## src/rtl/mmm_exp_ctrl_if.sv

```systemverilog
// Control bundle between the RSA register front-end, the exponentiation sequencer and
// the Montgomery multiplier/accumulator datapath.
interface mmm_exp_ctrl_if #(
    parameter int EXP_WIDTH = 8
);
    logic                 start;
    logic                 abort;
    logic [EXP_WIDTH-1:0] E;
    logic                 busy;
    logic                 done;
    logic                 acc_init;
    logic                 acc_we;
    logic [1:0]           a_sel;
    logic [1:0]           b_sel;
    logic                 mmm_en;
    logic                 mmm_rst_n;
    logic                 mmm_ld_a;
    logic                 mmm_ld_r;
    logic                 mmm_lock;

    modport master (
        output start, abort, E,
        input  busy, done, acc_init, acc_we, a_sel, b_sel,
               mmm_en, mmm_rst_n, mmm_ld_a, mmm_ld_r, mmm_lock
    );

    modport slave (
        input  start, abort, E,
        output busy, done, acc_init, acc_we, a_sel, b_sel,
               mmm_en, mmm_rst_n, mmm_ld_a, mmm_ld_r, mmm_lock
    );
endinterface

```

## src/rtl/mmm_exp_ctrl.sv

```systemverilog
// Left-to-right square-and-multiply sequencer for a bit-serial Montgomery multiplier.
// Every output is a register decoded from the next state, so it lines up with the state it describes.
module mmm_exp_ctrl #(
    parameter int WIDTH     = 8,
    parameter int EXP_WIDTH = 8
) (
    input  logic               clk,
    input  logic               rst,
    mmm_exp_ctrl_if.slave      bus
);
    localparam int CNT_W = (WIDTH > 1) ? $clog2(WIDTH) : 1;
    localparam int IDX_W = (EXP_WIDTH > 1) ? $clog2(EXP_WIDTH) : 1;

    typedef enum logic [2:0] {IDLE, INIT, SQ, MUL, FIN} state_t;
    typedef enum logic [1:0] {CLR, LOAD, RUN, STORE} phase_t;

    state_t               state_reg, state_next;
    phase_t               phase_reg, phase_next;
    logic [CNT_W-1:0]     cnt_reg, cnt_next;
    logic [IDX_W-1:0]     idx_reg, idx_next;
    logic [EXP_WIDTH-1:0] e_reg, e_next;
    logic                 done_next;
    logic                 op_next;

    logic       busy_reg, done_reg, acc_init_reg, acc_we_reg;
    logic [1:0] a_sel_reg, b_sel_reg;
    logic       mmm_en_reg, mmm_rst_n_reg, mmm_ld_a_reg, mmm_ld_r_reg, mmm_lock_reg;

    always_comb begin
        state_next = state_reg;
        phase_next = phase_reg;
        cnt_next   = cnt_reg;
        idx_next   = idx_reg;
        e_next     = e_reg;
        done_next  = 1'b0;
        if (bus.abort) begin
            state_next = IDLE;
            phase_next = CLR;
            cnt_next   = '0;
        end else begin
            case (state_reg)
                IDLE: begin
                    // The done cycle sits in IDLE but does not accept a new request.
                    if (bus.start && !done_reg) begin
                        state_next = INIT;
                        e_next     = bus.E;
                        idx_next   = IDX_W'(EXP_WIDTH - 1);
                    end
                end
                INIT: begin
                    state_next = SQ;
                    phase_next = CLR;
                    cnt_next   = '0;
                end
                default: begin
                    case (phase_reg)
                        CLR:  phase_next = LOAD;
                        LOAD: begin
                            phase_next = RUN;
                            cnt_next   = '0;
                        end
                        RUN: begin
                            if (cnt_reg == CNT_W'(WIDTH - 1)) phase_next = STORE;
                            else                              cnt_next   = cnt_reg + CNT_W'(1);
                        end
                        default: begin
                            phase_next = CLR;
                            case (state_reg)
                                SQ: begin
                                    if (e_reg[idx_reg])    state_next = MUL;
                                    else if (idx_reg == '0) state_next = FIN;
                                    else begin
                                        state_next = SQ;
                                        idx_next   = idx_reg - IDX_W'(1);
                                    end
                                end
                                MUL: begin
                                    if (idx_reg == '0) state_next = FIN;
                                    else begin
                                        state_next = SQ;
                                        idx_next   = idx_reg - IDX_W'(1);
                                    end
                                end
                                default: begin
                                    state_next = IDLE;
                                    done_next  = 1'b1;
                                end
                            endcase
                        end
                    endcase
                end
            endcase
        end
    end

    assign op_next = (state_next == SQ) || (state_next == MUL) || (state_next == FIN);

    always_ff @(posedge clk) begin
        if (rst) begin
            state_reg     <= IDLE;
            phase_reg     <= CLR;
            cnt_reg       <= '0;
            idx_reg       <= '0;
            e_reg         <= '0;
            busy_reg      <= 1'b0;
            done_reg      <= 1'b0;
            acc_init_reg  <= 1'b0;
            acc_we_reg    <= 1'b0;
            a_sel_reg     <= 2'd0;
            b_sel_reg     <= 2'd0;
            mmm_en_reg    <= 1'b0;
            mmm_rst_n_reg <= 1'b1;
            mmm_ld_a_reg  <= 1'b0;
            mmm_ld_r_reg  <= 1'b0;
            mmm_lock_reg  <= 1'b1;
        end else begin
            state_reg     <= state_next;
            phase_reg     <= phase_next;
            cnt_reg       <= cnt_next;
            idx_reg       <= idx_next;
            e_reg         <= e_next;
            busy_reg      <= (state_next != IDLE);
            done_reg      <= done_next;
            acc_init_reg  <= (state_next == INIT);
            acc_we_reg    <= op_next && (phase_next == STORE);
            a_sel_reg     <= (state_next == FIN) ? 2'd2 : 2'd0;
            b_sel_reg     <= (state_next == MUL) ? 2'd1 : 2'd0;
            mmm_en_reg    <= op_next && (phase_next != CLR);
            mmm_rst_n_reg <= !(op_next && (phase_next == CLR));
            mmm_ld_a_reg  <= op_next && (phase_next == LOAD);
            mmm_ld_r_reg  <= op_next && (phase_next == STORE);
            mmm_lock_reg  <= !(op_next && (phase_next == STORE));
        end
    end

    assign bus.busy      = busy_reg;
    assign bus.done      = done_reg;
    assign bus.acc_init  = acc_init_reg;
    assign bus.acc_we    = acc_we_reg;
    assign bus.a_sel     = a_sel_reg;
    assign bus.b_sel     = b_sel_reg;
    assign bus.mmm_en    = mmm_en_reg;
    assign bus.mmm_rst_n = mmm_rst_n_reg;
    assign bus.mmm_ld_a  = mmm_ld_a_reg;
    assign bus.mmm_ld_r  = mmm_ld_r_reg;
    assign bus.mmm_lock  = mmm_lock_reg;
endmodule

```

## src/flat_wrapper.sv

```systemverilog
// flat-port wrapper written by rule: the top's interface ports become plain ports
module mmm_exp_ctrl_flat 
#(
    parameter int WIDTH     = 8,
    parameter int EXP_WIDTH = 8
)
  (clk, rst, bus_start, bus_abort, bus_E, bus_busy, bus_done, bus_acc_init, bus_acc_we, bus_a_sel, bus_b_sel, bus_mmm_en, bus_mmm_rst_n, bus_mmm_ld_a, bus_mmm_ld_r, bus_mmm_lock);
  mmm_exp_ctrl_if #(.EXP_WIDTH(EXP_WIDTH)) bus_i ();
  input  logic clk;
  input  logic rst;
  input wire logic [$bits(bus_i.start)-1:0] bus_start;
  input wire logic [$bits(bus_i.abort)-1:0] bus_abort;
  input wire logic [$bits(bus_i.E)-1:0] bus_E;
  output wire logic [$bits(bus_i.busy)-1:0] bus_busy;
  output wire logic [$bits(bus_i.done)-1:0] bus_done;
  output wire logic [$bits(bus_i.acc_init)-1:0] bus_acc_init;
  output wire logic [$bits(bus_i.acc_we)-1:0] bus_acc_we;
  output wire logic [$bits(bus_i.a_sel)-1:0] bus_a_sel;
  output wire logic [$bits(bus_i.b_sel)-1:0] bus_b_sel;
  output wire logic [$bits(bus_i.mmm_en)-1:0] bus_mmm_en;
  output wire logic [$bits(bus_i.mmm_rst_n)-1:0] bus_mmm_rst_n;
  output wire logic [$bits(bus_i.mmm_ld_a)-1:0] bus_mmm_ld_a;
  output wire logic [$bits(bus_i.mmm_ld_r)-1:0] bus_mmm_ld_r;
  output wire logic [$bits(bus_i.mmm_lock)-1:0] bus_mmm_lock;
  assign bus_i.start = bus_start;
  assign bus_i.abort = bus_abort;
  assign bus_i.E = bus_E;
  assign bus_busy = bus_i.busy;
  assign bus_done = bus_i.done;
  assign bus_acc_init = bus_i.acc_init;
  assign bus_acc_we = bus_i.acc_we;
  assign bus_a_sel = bus_i.a_sel;
  assign bus_b_sel = bus_i.b_sel;
  assign bus_mmm_en = bus_i.mmm_en;
  assign bus_mmm_rst_n = bus_i.mmm_rst_n;
  assign bus_mmm_ld_a = bus_i.mmm_ld_a;
  assign bus_mmm_ld_r = bus_i.mmm_ld_r;
  assign bus_mmm_lock = bus_i.mmm_lock;
  mmm_exp_ctrl #(.WIDTH(WIDTH), .EXP_WIDTH(EXP_WIDTH)) u_core (.clk(clk), .rst(rst), .bus(bus_i));
endmodule
```

## config.mk

```make
export PLATFORM = sky130hd
export DESIGN_NAME = mmm_exp_ctrl_flat
export DESIGN_NICKNAME = d
export VERILOG_FILES = /design/src/rtl/mmm_exp_ctrl_if.sv /design/src/rtl/mmm_exp_ctrl.sv /design/src/flat_wrapper.sv
export SDC_FILE = /design/constraint.sdc
export NUM_CORES = 1
export LEC_CHECK = 0
export BUFFER_PORTS_ARGS = -buffer_cell sky130_fd_sc_hd__buf_2
export CORE_MARGIN = 2
export CORE_UTILIZATION = 40
export CTS_CLUSTER_DIAMETER = 60
export DETAILED_ROUTE_END_ITERATION = 7
export HOLD_SLACK_MARGIN = 0.02
export SYNTH_ARGS = -nofsm -noshare
export SYNTH_HDL_FRONTEND = slang
export SYNTH_SLANG_ARGS = --single-unit
```

## constraint.sdc

```tcl
create_clock -name clk -period 2.4 [get_ports clk]
set_clock_uncertainty 0.2 [all_clocks]
set_input_delay 0 -clock clk [delete_from_list [all_inputs] [get_ports clk]]
set_output_delay 0 -clock clk [all_outputs]
set_load 0.02 [all_outputs]
```

**Yosys cells after proc, flatten, opt, wreduce, memory -nomap -nowiden**

Index checks and enable logic that the tools add are counted.

- Add/subtract/negate cells: 2
- $lt $le $gt $ge: 1
- Eq/ne operators: 16
- Mux-type cells: 25
- Bitwise logic cells: 3
- Reduce and logical (&&, ||, !) cells: 25

Operator list:

| cell | count |
|---|---|
| $pmux 3 s2 | 6 |
| $mux 3 | 10 |
| $eq 3x2->1 const B | 4 |
| $reduce_bool 3->1 | 3 |
| $reduce_or 7->1 | 1 |
| $eq 3x1->1 const B | 2 |
| $eq 3x3->1 const B | 2 |
| $logic_not 3->1 | 2 |
| $mux 2 | 3 |
| $ne 3x3->1 const B | 2 |
| $pmux 2 s3 | 1 |
| $reduce_and 3->1 | 2 |
| $reduce_and 6->1 | 1 |
| $logic_and 1x1->1 | 5 |
| $eq 2x1->1 const B | 2 |
| $eq 2x2->1 const B | 2 |
| $logic_not 2->1 | 2 |
| $lt 3x4->1 const B | 1 |
| $ne 2x1->1 const B | 2 |
| $pmux 2 s2 | 1 |
| $reduce_or 2->1 | 2 |
| $add 3x1->3 const B | 1 |
| $bmux 1 s3 | 1 |
| $logic_not 1->1 | 3 |
| 6 further kinds | 11 |

- Register bits: 31
- Input bits: 12
- Output and inout bits: 13
- Logic and storage cells: 87

**Longest topological paths before layout**

Gate-level depths: netlist of the first run.

- Depth in word-level cells: 12
- Mapped depth: 9

**Worst setup path before layout of the first run**

OpenSTA, ideal clock, no wires.

- Path type: register -> register
- From: reg u_core.idx_reg[0]
- To: reg u_core.mmm_lock_reg, in the netlist u_core.bus.mmm_lock
- Arrival time: 1.856 ns
- Data required time: 2.073 ns
- Setup slack: 0.217 ns
- Cell stages (with the launch flop): 8
- Path buffers: 1
- Clock period less this slack: 2.183 ns
- Cell sequence: dfxtp_1 -> buf_6 -> mux2i_1 -> a221o_1 -> nor3_4 -> a22oi_4 -> mux2i_2 -> or3b_1

- Cells in the longest elaborated chain, start to end: 12
- Elaborated cells on any way between the ends: 16
- Those cells by class: eq/ne: 3; mux: 8; reduce/logical: 5

Ends and longest elaborated chain:

| item | RTL line | source |
|---|---|---|
| start, declared | mmm_exp_ctrl.sv:20 | `logic [IDX_W-1:0] idx_reg, idx_next;` |
| start signal, assigned | mmm_exp_ctrl.sv:120 | `idx_reg <= idx_next;` |
| $bmux 1 s3 / $logic_not 3->1 (equally long branches) | mmm_exp_ctrl.sv:70, mmm_exp_ctrl.sv:71, mmm_exp_ctrl.sv:78 |  |
| $mux 1 (implied by the code) / $mux 3 (equally long branches) | mmm_exp_ctrl.sv:70, mmm_exp_ctrl.sv:71, mmm_exp_ctrl.sv:78 |  |
| $mux 3 | mmm_exp_ctrl.sv:70 | `if (e_reg[idx_reg]) state_next = MUL;` |
| $pmux 3 s2 (*) | mmm_exp_ctrl.sv:68 | `case (state_reg)` |
| $mux 3 (*) | mmm_exp_ctrl.sv:56 | `case (phase_reg)` |
| $pmux 3 s2 (*) | mmm_exp_ctrl.sv:41 | `case (state_reg)` |
| $mux 3 (*) | mmm_exp_ctrl.sv:36 | `if (bus.abort) begin` |
| $eq 3x2->1 | mmm_exp_ctrl.sv:96 | `assign op_next = (state_next == SQ) \|\| (state_next == MUL) \|\| (state_next == FIN);` |
| $logic_or 1x1->1 | mmm_exp_ctrl.sv:96 |  |
| $logic_or 1x1->1 (*) | mmm_exp_ctrl.sv:96 |  |
| $logic_and 1x1->1 (*) | mmm_exp_ctrl.sv:132 | `mmm_lock_reg <= !(op_next && (phase_next == STORE));` |
| $logic_not 1->1 (*) | mmm_exp_ctrl.sv:132 |  |
| end signal, assigned | mmm_exp_ctrl.sv:132 |  |
| end, declared | mmm_exp_ctrl.sv:27 | `logic mmm_en_reg, mmm_rst_n_reg, mmm_ld_a_reg, mmm_ld_r_reg, mmm_lock_reg;` |

Mark *: on every way between the ends. The rest lies on a longest branch, timed or not. The select of a mux whose other input is x is not followed.
A chain may end at the register's enable or synchronous reset.

**Final worst setup path of the first run**

- From: reg u_core.idx_reg[1]
- To: reg u_core.mmm_lock_reg, in the netlist u_core.bus.mmm_lock

Same word-level chain as after synthesis.

==> results by group, run 1 <==
Worst hold path
  • Hold Path Class: in -> reg
  • HP Start: bus_start
  • Hold EP: u_core.idx_reg[0]
  • Cell depth of the worst min-delay path: 5

Final layout
  • Multi-input gate area: 817 µm²
  • Post-route non-filler standard cell count: 246
  • Commonest non-fill, non-tap cell in the layout: dfxtp_1
  • Layout cells sized above 1: 0.212
  • Most frequent cells in the layout: dfxtp_1, nor2_1, buf_2, dlygate4sd3_1, mux2i_1
  • Area growth, synth to finish: 28.6%
  • Register Area: 582 µm²
  • Largest register FFs: 8
  • Antenna diode count: 0
  • Final nets: 219
  • Filler instances: 326
  • Post-Layout Inst Area: 0.00190 mm²

Floorplan
  • Ports: 25
  • Num rows: 22
  • Die ar.: 0.00419 mm²
  • Starting Density: 0.409
  • Core area: 0.00361 mm²
  • Die width: 64.7 µm
  • DIE HEIGHT: 64.7 µm

Logic synthesis
  • Netlist cell types: 48
  • Yosys warnings: 0
  • Seq/Total Area, Yosys: 0.394
  • Post-Synthesis Cells: 154
  • Syn avg cell area: 9.57 µm²
  • Post-synth ARST share: 0
  • Synth Flop Type: dfxtp_1
  • Cell Area, Synth: 0.00147 mm²
  • Yosys reg bits: 29
  • Post-synth EDFFs: 0

Global routing
  • GRT Overall Usage: 0.163
  • First-pass GRT wire length: 5230 µm
  • Initial antenna violation count: 0
  • Global route overflow: 0
  • Vias in the first global route: 1231
  • Largest net degree at the start of global routing: 20

Placed design
  • Placed cell count: 219
  • Port-buffer cells: 22
  • Final HPWL DP: 2000 µm
  • Placed Area: 0.00161 mm²
  • Final RePlAce weighted congestion: 0.876

Pwr
  • Leakage Power: 0.872 nW
  • Pwr Total: 1.05 mW
  • Worst VDD drop: 0.342 mV
  • Power per Cell Area: 555 mW/mm²

Detailed routing
  • Final WL: 2870 µm
  • Vias per std cell: 4.95
  • Wire length per cell: 11.7 µm
  • Final ANT Viol Nets: 0
  • Initial DRC Count: 38
  • Routed vias: 1218
  • DRT Pass-1 Iters: 4
  • # DRC: 0

Worst setup path
  • Crit start category: register
  • Worst endpoint data arrival time: 2.25 ns
  • Worst Path Max Fanout: 6
  • Worst R2R End: u_core.bus.mmm_lock
  • R2r startpoint: u_core.idx_reg[1]
  • Required @ worst endpoint: 2.36 ns
  • Worst reg-to-reg setup slack: 0.11 ns
  • Crit path capture type: register
  • Worst setup path category: reg -> reg
  • R2r worst-path depth: 6

CTS
  • CTS max path bufs: 2
  • CTS buffer count: 5
  • Clock Sinks: 29
  • Clock-pin slew on the worst setup and hold paths: 0.06 ns
  • CTS tree: done
  • CTS root buffer: clkbuf_8
  • H-tree lvl count: 2
  • Clk Latency, worst-skew pair: 0.28 ns

STA
  • Setup_tns: 0 ns
  • Final setup vio count: 0
  • Final Max Tran Viols: 0
  • Hold_ws: 0.0815 ns
  • Final period util: 0.952
  • RSZ-0062 raised after global routing: no
  • Crit path time final: 2.29 ns
  • Max frequency: 438 MHz
  • Final Hold Fails: 0

Run
  • Maxcap violations: 0

Run status
  • Status: finished, final reports clean
## through the flow
stage          setup WS (ns)   util
2_1_floorplan          0.217      -
3_3_place_gp           0.106  0.447
3_5_place_dp          0.0453  0.447
4_1_cts               0.0406  0.521
5_1_grt              0.00554  0.526
6_report               0.115  0.526
## worst max-delay path by stage
stage	to	cells after the start	slack [ns]	from
after floorplan	u_core.bus.mmm_lock	7	0.22	u_core.idx_reg[0]
after detailed placement	u_core.bus.mmm_lock	6	0.05	u_core.idx_reg[0]
after global placement	u_core.bus.mmm_lock	6	0.11	u_core.idx_reg[0]
final	u_core.bus.mmm_lock	6	0.11	u_core.idx_reg[1]
after global routing	u_core.bus.mmm_lock	7	0.006	u_core.phase_reg[0]
after CTS	u_core.bus.mmm_lock	6	0.04	u_core.idx_reg[0]
## routing by layer
metal,global-route usage,wire length (µm),vias up
li1,-,-,617
met1,0.186,1270,577
met2,0.273,1460,19
met3,0.0625,100,5
met4,0.0638,44,0
met5,0,0,-
## layout make-up
cell class | instances | area share
inverters | 8 | 0.0158
multi-input cells | 110 | 0.431
well taps | 48 | 0.0317
repair buffers | 44 | 0.169
clock buffers | 7 | 0.0455
flip-flops and latches | 29 | 0.307
## power by group
part	total, mW	leakage [nW]	internal [mW]	switching [mW]
Sequential	0.512	0.236	0.497	0.0144
Clock	0.396	0.0443	0.227	0.169
Combinational	0.144	0.591	0.0715	0.0729
## timing repair
item | 4_1_cts | 5_1_grt
endpoints found under the setup margin | 0 | 2
resized for setup | 0 | 1
hold buffers | 18 | 0
setup buffers | 0 | 2
endpoints found under the hold margin | 23 | 0
## worst max-delay path, stage by stage, from the launching register on
cell     delay (ns)
dfxtp_1        0.41
and2b_1        0.20
a221o_1        0.38
nor3_4         0.29
a22oi_4        0.11
mux2i_2        0.20
or3b_1         0.37
## logic make-up (layout without fill, tap and decap cells)
logic type / after synthesis / after routing / share of synthesized area
fa+ha+maj: 9 / 9 / 0.0764
simple gates: 58 / 58 / 0.205
buf+inv: 16 / 59 / 0.0543
mux: 13 / 13 / 0.0925
flops: 29 / 29 / 0.394
other cells: 1 / 2 / 0.00254
compound gates: 28 / 28 / 0.175
## Yosys cell counts (all sizes together), types with 2 or more instances
cell,instances,area [µm²]
a21oi,8,40.0
and3,3,20.0
buf,5,38.8
clkbuf,3,11.3
dfxtp,29,581
ha,9,113
inv,8,30.0
mux2,2,22.5
mux2i,11,114
nand2,6,22.5
nand2b,2,12.5
nand4,2,12.5
nor2,26,97.6
nor2b,2,12.5
nor3,4,31.3
o21a,2,15.0
o21ai,4,20.0
or2,2,12.5
or2b,2,15.0
No activity file was read; power rests on OpenSTA's default activity.
==> run 2: changes to the inputs <==
--- a/config.mk
+++ b/config.mk
@@ -7,7 +7,7 @@
 export LEC_CHECK = 0
 export BUFFER_PORTS_ARGS = -buffer_cell sky130_fd_sc_hd__buf_2
 export CORE_MARGIN = 2
-export CORE_UTILIZATION = 40
+export CORE_UTILIZATION = 27
 export CTS_CLUSTER_DIAMETER = 60
 export DETAILED_ROUTE_END_ITERATION = 7
 export HOLD_SLACK_MARGIN = 0.02
==> results by group, run 2 (same netlist as run 1, synthesis figures left out) <==
Run status
  • Status: finished, final reports clean

Placed design
  • Final HPWL DP: 2080 µm
  • Placed Area: 0.00166 mm²
  • Final RePlAce weighted congestion: 0.836
  • Port-buffer cells: 22

Detailed routing
  • DRT Pass-1 Iters: 4
  • Final ANT Viol Nets: 0
  • Vias per std cell: 4.52
  • Final WL: 2970 µm
  • Wire length per cell: 11.1 µm
  • # DRC: 0
  • Routed vias: 1217
  • Initial DRC Count: 53

Pwr
  • Leakage Power: 0.870 nW
  • Worst VDD drop: 0.368 mV
  • Power per Cell Area: 546 mW/mm²
  • Pwr Total: 1.05 mW

STA
  • Hold_ws: 0.0508 ns
  • Crit path time final: 2.23 ns
  • RSZ-0062 raised after global routing: no
  • Final setup vio count: 0
  • Max frequency: 448 MHz
  • Final period util: 0.931
  • Setup_tns: 0 ns
  • Final Max Tran Viols: 0
  • Final Hold Fails: 0

Worst setup path
  • Crit path buf inv count: 0
  • Worst reg-to-reg setup slack: 0.17 ns
  • Worst setup path category: reg -> reg
  • R2r startpoint: u_core.idx_reg[0]
  • Slowest CP cell: a221o_1
  • Delay-heaviest family, CP: simple AND/OR/NAND/NOR gates
  • Required @ worst endpoint: 2.37 ns
  • Worst endpoint data arrival time: 2.20 ns
  • Crit start category: register
  • R2r worst-path depth: 6
  • CP max stage delay: 0.43 ns
  • Worst path cell trace: mux2i_1, a221o_1, nor3_4, a22oi_4, mux2i_2, or3_1
  • Worst R2R End: u_core.bus.mmm_rst_n
  • Worst Path Max Fanout: 7
  • Crit path capture type: register

Worst hold path
  • HP Start: bus_start
  • Hold EP: u_core.idx_reg[0]
  • Hold Path Class: in -> reg
  • Cell depth of the worst min-delay path: 5

Final layout
  • Post-Layout Inst Area: 0.00192 mm²
  • Largest register FFs: 8
  • Commonest non-fill, non-tap cell in the layout: dfxtp_1
  • Antenna diode count: 0
  • Post-layout util: 0.372
  • Layout cells sized above 1: 0.221
  • Area growth, synth to finish: 30.5%
  • Final nets: 219
  • Most frequent cells in the layout: dfxtp_1, nor2_1, buf_2, dlygate4sd3_1, mux2i_1

CTS
  • Clock-pin slew on the worst setup and hold paths: 0.06 ns
  • CTS buffer count: 5
  • Postcts setup bufs: 0
  • Clock Sinks: 29
  • Clk Latency, worst-skew pair: 0.28 ns
  • CTS root buffer: clkbuf_8
  • H-tree lvl count: 2
  • CTS max path bufs: 2
  • CTS tree: done

Floorplan
  • Ports: 25
  • Num rows: 26
  • Die width: 77.9 µm
  • Core area: 0.00517 mm²
  • Die ar.: 0.00607 mm²
  • DIE HEIGHT: 77.9 µm
  • Starting Density: 0.285

Run
  • Maxcap violations: 0

Global routing
  • First-pass GRT wire length: 5140 µm
  • GRT Overall Usage: 0.107
  • Global route overflow: 0
  • Initial antenna violation count: 0
  • Vias in the first global route: 1189
  • Largest net degree at the start of global routing: 20
[run 2: layer usage]
layer | vias up | track usage | wire (µm)
met3 | 12 | 0.0326 | 125
li1 | 621 | - | -
met4 | 0 | 0.0482 | 85
met5 | - | 0 | 0
met1 | 560 | 0.124 | 1350
met2 | 24 | 0.180 | 1410
[run 2: per-stage QoR]
stage	setup slack, ns	std cells
floorplan	0.217	155
global placement	0.108	243
detailed placement	0.0437	243
CTS	0.0368	269
global route	0.0586	269
finish	0.166	269
[run 2: worst max path at each step]
stage / startpoint / end / depth (start not counted)
after floorplan: u_core.idx_reg[0] / u_core.bus.mmm_lock / 7
after global placement: u_core.idx_reg[0] / u_core.bus.mmm_lock / 6
after detailed placement: u_core.idx_reg[0] / u_core.bus.mmm_rst_n / 6
after CTS: u_core.idx_reg[0] / u_core.bus.mmm_rst_n / 6
after global routing: u_core.idx_reg[1] / u_core.bus.mmm_rst_n / 9
final: u_core.idx_reg[0] / u_core.bus.mmm_rst_n / 6
[run 2: repair_timing]
| item | CTS | global route |
|---|---|---|
| hold endpoints to repair | 23 | 0 |
| hold buffers | 18 | 0 |
| setup endpoints to repair | 0 | 2 |
| gates resized for setup | 0 | 1 |
[run 2: area by class of cell]
type                       count  area, µm²
inverter                       8       30.0
clock buffer                   5       68.8
tap                           70       87.6
timing repair buffer          44        320
fill                         523       3250
clock inverter                 3       17.5
multi-input combinational    110        817
sequential                    29        582
[run 2: tightest hold or removal path, cell delays in order]
cell and delay, ns:
buf_2 0.09, nand2b_1 0.14, a2111oi_4 0.12, nor2_1 0.09, nor3_1 0.05
[run 2: report_power, final]
part | total (mW) | switching (mW) | internal [mW]
combinational | 0.154 | 0.0779 | 0.0757
clock | 0.387 | 0.188 | 0.199
sequential | 0.508 | 0.0114 | 0.497
==> run 3: changes to the inputs <==
--- a/config.mk
+++ b/config.mk
@@ -5,6 +5,7 @@
 export SDC_FILE = /design/constraint.sdc
 export NUM_CORES = 1
 export LEC_CHECK = 0
+export ABC_AREA = 1
 export BUFFER_PORTS_ARGS = -buffer_cell sky130_fd_sc_hd__buf_2
 export CORE_MARGIN = 2
 export CORE_UTILIZATION = 27
==> constraint.sdc (replaced) <==
create_clock -name clk -period 2.5 [get_ports clk]
set_clock_uncertainty 0.2 [all_clocks]
set_input_delay 0 -clock clk [delete_from_list [all_inputs] [get_ports clk]]
set_output_delay 0 -clock clk [all_outputs]
set_load 0.02 [all_outputs]
==> results by group, run 3 <==
Pwr
  • Pwr Total: 1.01 mW
  • Worst VDD drop: 0.266 mV
  • Power per Cell Area: 544 mW/mm²
  • Leakage Power: 0.856 nW

Worst setup path
  • R2r startpoint: u_core.state_reg[1]
  • Crit start category: register
  • Worst setup path category: reg -> reg
  • Crit-path most repeated cell: nand2_1
  • Required @ worst endpoint: 2.47 ns
  • Worst path cell trace: inv_2, nand3_4, nor2_2, nand2_1, nand2_2, nor2_4, nand2_4, nand2_1, nand2_1
  • Worst endpoint data arrival time: 1.86 ns
  • CP max stage delay: 0.41 ns
  • Slowest CP cell: dfxtp_1
  • Crit. Startpoint: u_core.state_reg[1]
  • Crit path capture type: register
  • Worst Path Max Fanout: 18

CTS
  • Clock Sinks: 29
  • Clk Latency, worst-skew pair: 0.29 ns
  • CTS buffer count: 5
  • CTS root buffer: clkbuf_8
  • CTS tree: done
  • CTS max path bufs: 2
  • H-tree lvl count: 2
  • Clock-pin slew on the worst setup and hold paths: 0.07 ns
  • Resize count post-CTS: 0

Global routing
  • GRT Overall Usage: 0.101
  • Global route overflow: 0
  • First-pass GRT wire length: 5000 µm
  • Initial antenna violation count: 0
  • Vias in the first global route: 1185
  • Largest net degree at the start of global routing: 19

Final layout
  • Area growth, synth to finish: 24.0%
  • Antenna diode count: 0
  • Final nets: 249
  • Layout cells sized above 1: 0.262
  • Post-Layout Inst Area: 0.00185 mm²
  • Commonest non-fill, non-tap cell in the layout: nand2_1
  • Filler instances: 591
  • Most frequent cells in the layout: nand2_1, dfxtp_1, inv_1, buf_2, nor2_1
  • Largest register FFs: 8

Logic synthesis
  • Most frequent cell after synthesis: nand2_1
  • Yosys warnings: 0
  • Compound-Gate Fraction of Synth Area: 0.145
  • Post-Synthesis Cells: 193
  • Syn avg cell area: 7.74 µm²
  • Post-synth EDFFs: 0
  • Post-synthesis mux area share: 0
  • XOR/XNOR share of the synthesized area: 0
  • Adder-cell share of the synthesized area: 0.0754
  • Largest family of logic cells by synthesized area: simple AND/OR/NAND/NOR gates
  • Yosys reg bits: 29
  • Netlist cell types: 30
  • Most instantiated cells after synthesis: nand2_1, dfxtp_1, inv_1, nor2_1, a21oi_1
  • Area contributors post-synth: dfxtp_1, nand2_1, ha_1
  • Post-Synth Simple-Gate Area: 0.281
  • Cell Area, Synth: 0.00149 mm²
  • Area leader, netlist: dfxtp_1
  • Top cell type's share of synthesized area: 0.389
  • Seq/Total Area, Yosys: 0.389
  • Synth Flop Type: dfxtp_1
  • Post-synth ARST share: 0

Detailed routing
  • Initial DRC Count: 42
  • Routed vias: 1262
  • Final WL: 2840 µm
  • Final ANT Viol Nets: 0
  • Wire length per cell: 9.44 µm
  • DRT Pass-1 Iters: 4
  • Vias per std cell: 4.19
  • # DRC: 0

STA
  • Setup_tns: 0 ns
  • Max frequency: 529 MHz
  • Final Max Tran Viols: 0
  • Final setup vio count: 0
  • Slew HR: 0.644
  • Final Hold Fails: 0
  • Final period util: 0.756
  • RSZ-0062 raised after global routing: no
  • Crit path time final: 1.89 ns
  • Worst-margin pin slew: 0.533 ns
  • Worst setup margin: 0.610 ns

Floorplan
  • Die ar.: 0.00614 mm²
  • Starting Density: 0.275
  • Ports: 25
  • DIE HEIGHT: 78.4 µm
  • Core area: 0.00544 mm²
  • Die width: 78.4 µm
  • Num rows: 27

Placed design
  • Placed Area: 0.00166 mm²
  • Pre-CTS setup slack: 0.596 ns
  • Port-buffer cells: 22
  • Final RePlAce weighted congestion: 0.749
  • Final HPWL DP: 2160 µm

Run status
  • Status: finished, final reports clean

Worst hold path
  • Hold Path Class: reg -> reg
  • HP Start: u_core.e_reg[6]

Run
  • Maxcap violations: 0
-- run 3: cell types whose count changed after synthesis, sizes merged, moves of 9 or more --
cell   previous run  this run
mux2i            11         0
nor2             26        17
o21ai             4        14
inv               8        31
nand3             1        19
nand2             6        42
-- run 3: kinds of logic after synthesis --
kind of cell | Yosys count
other cells | 1
compound gates | 37
simple gates | 80
fa+ha+maj | 9
flops | 29
buf+inv | 37
-- run 3: worst paths after layout --
kind | slack (ns) | cells after the start | to
max | 0.61 | 9 | u_core.bus.mmm_rst_n
min reg2reg | 0.25 | 2 | u_core.e_reg[6]
min | 0.25 | 2 | u_core.e_reg[6]
max reg2reg | 0.61 | 9 | u_core.bus.mmm_rst_n
-- run 3: per-layer routing --
metal	track usage	vias to the layer above	share of wire
li1	-	684	-
met5	0	-	0
met2	0.176	31	0.44
met3	0.0276	8	0.044
met1	0.120	539	0.50
met4	0.0316	0	0.017
-- run 3: layout make-up --
| type | count | area [µm²] | area share |
|---|---|---|---|
| clock buffers | 5 | 68.8 | 0.0372 |
| clock inverters | 3 | 17.5 | 0.00946 |
| inverters | 31 | 119 | 0.0642 |
| multi-input cells | 128 | 756 | 0.408 |
| flip-flops and latches | 29 | 581 | 0.314 |
| well taps | 72 | 90.1 | 0.0486 |
| repair buffers | 33 | 220 | 0.119 |
-- run 3: timing repair --
action / CTS / global route
hold endpoints to repair: 23 / 0
hold buffers: 11 / 0
setup endpoints to repair: 0 / 0
buffers inserted: 0 / 0
-- run 3: per-stage QoR --
step	hold slack, ns	instances	util
after floorplan	-0.131	194	-
after global placement	0.0583	282	0.304
after detailed placement	0.0731	282	0.304
after CTS	0.259	301	0.340
after global routing	0.293	301	0.340
final	0.253	301	0.340
-- run 3: where the power goes --
group,internal [mW],switching [mW]
registers,0.480,0.0126
clock network,0.192,0.187
logic,0.0540,0.0813
-- run 3: critical path, delay by kind of cell (launching register included) --
kind          cells  cell delay [ns]
flops             1             0.41
simple gates      8             1.08
buf+inv           1             0.09
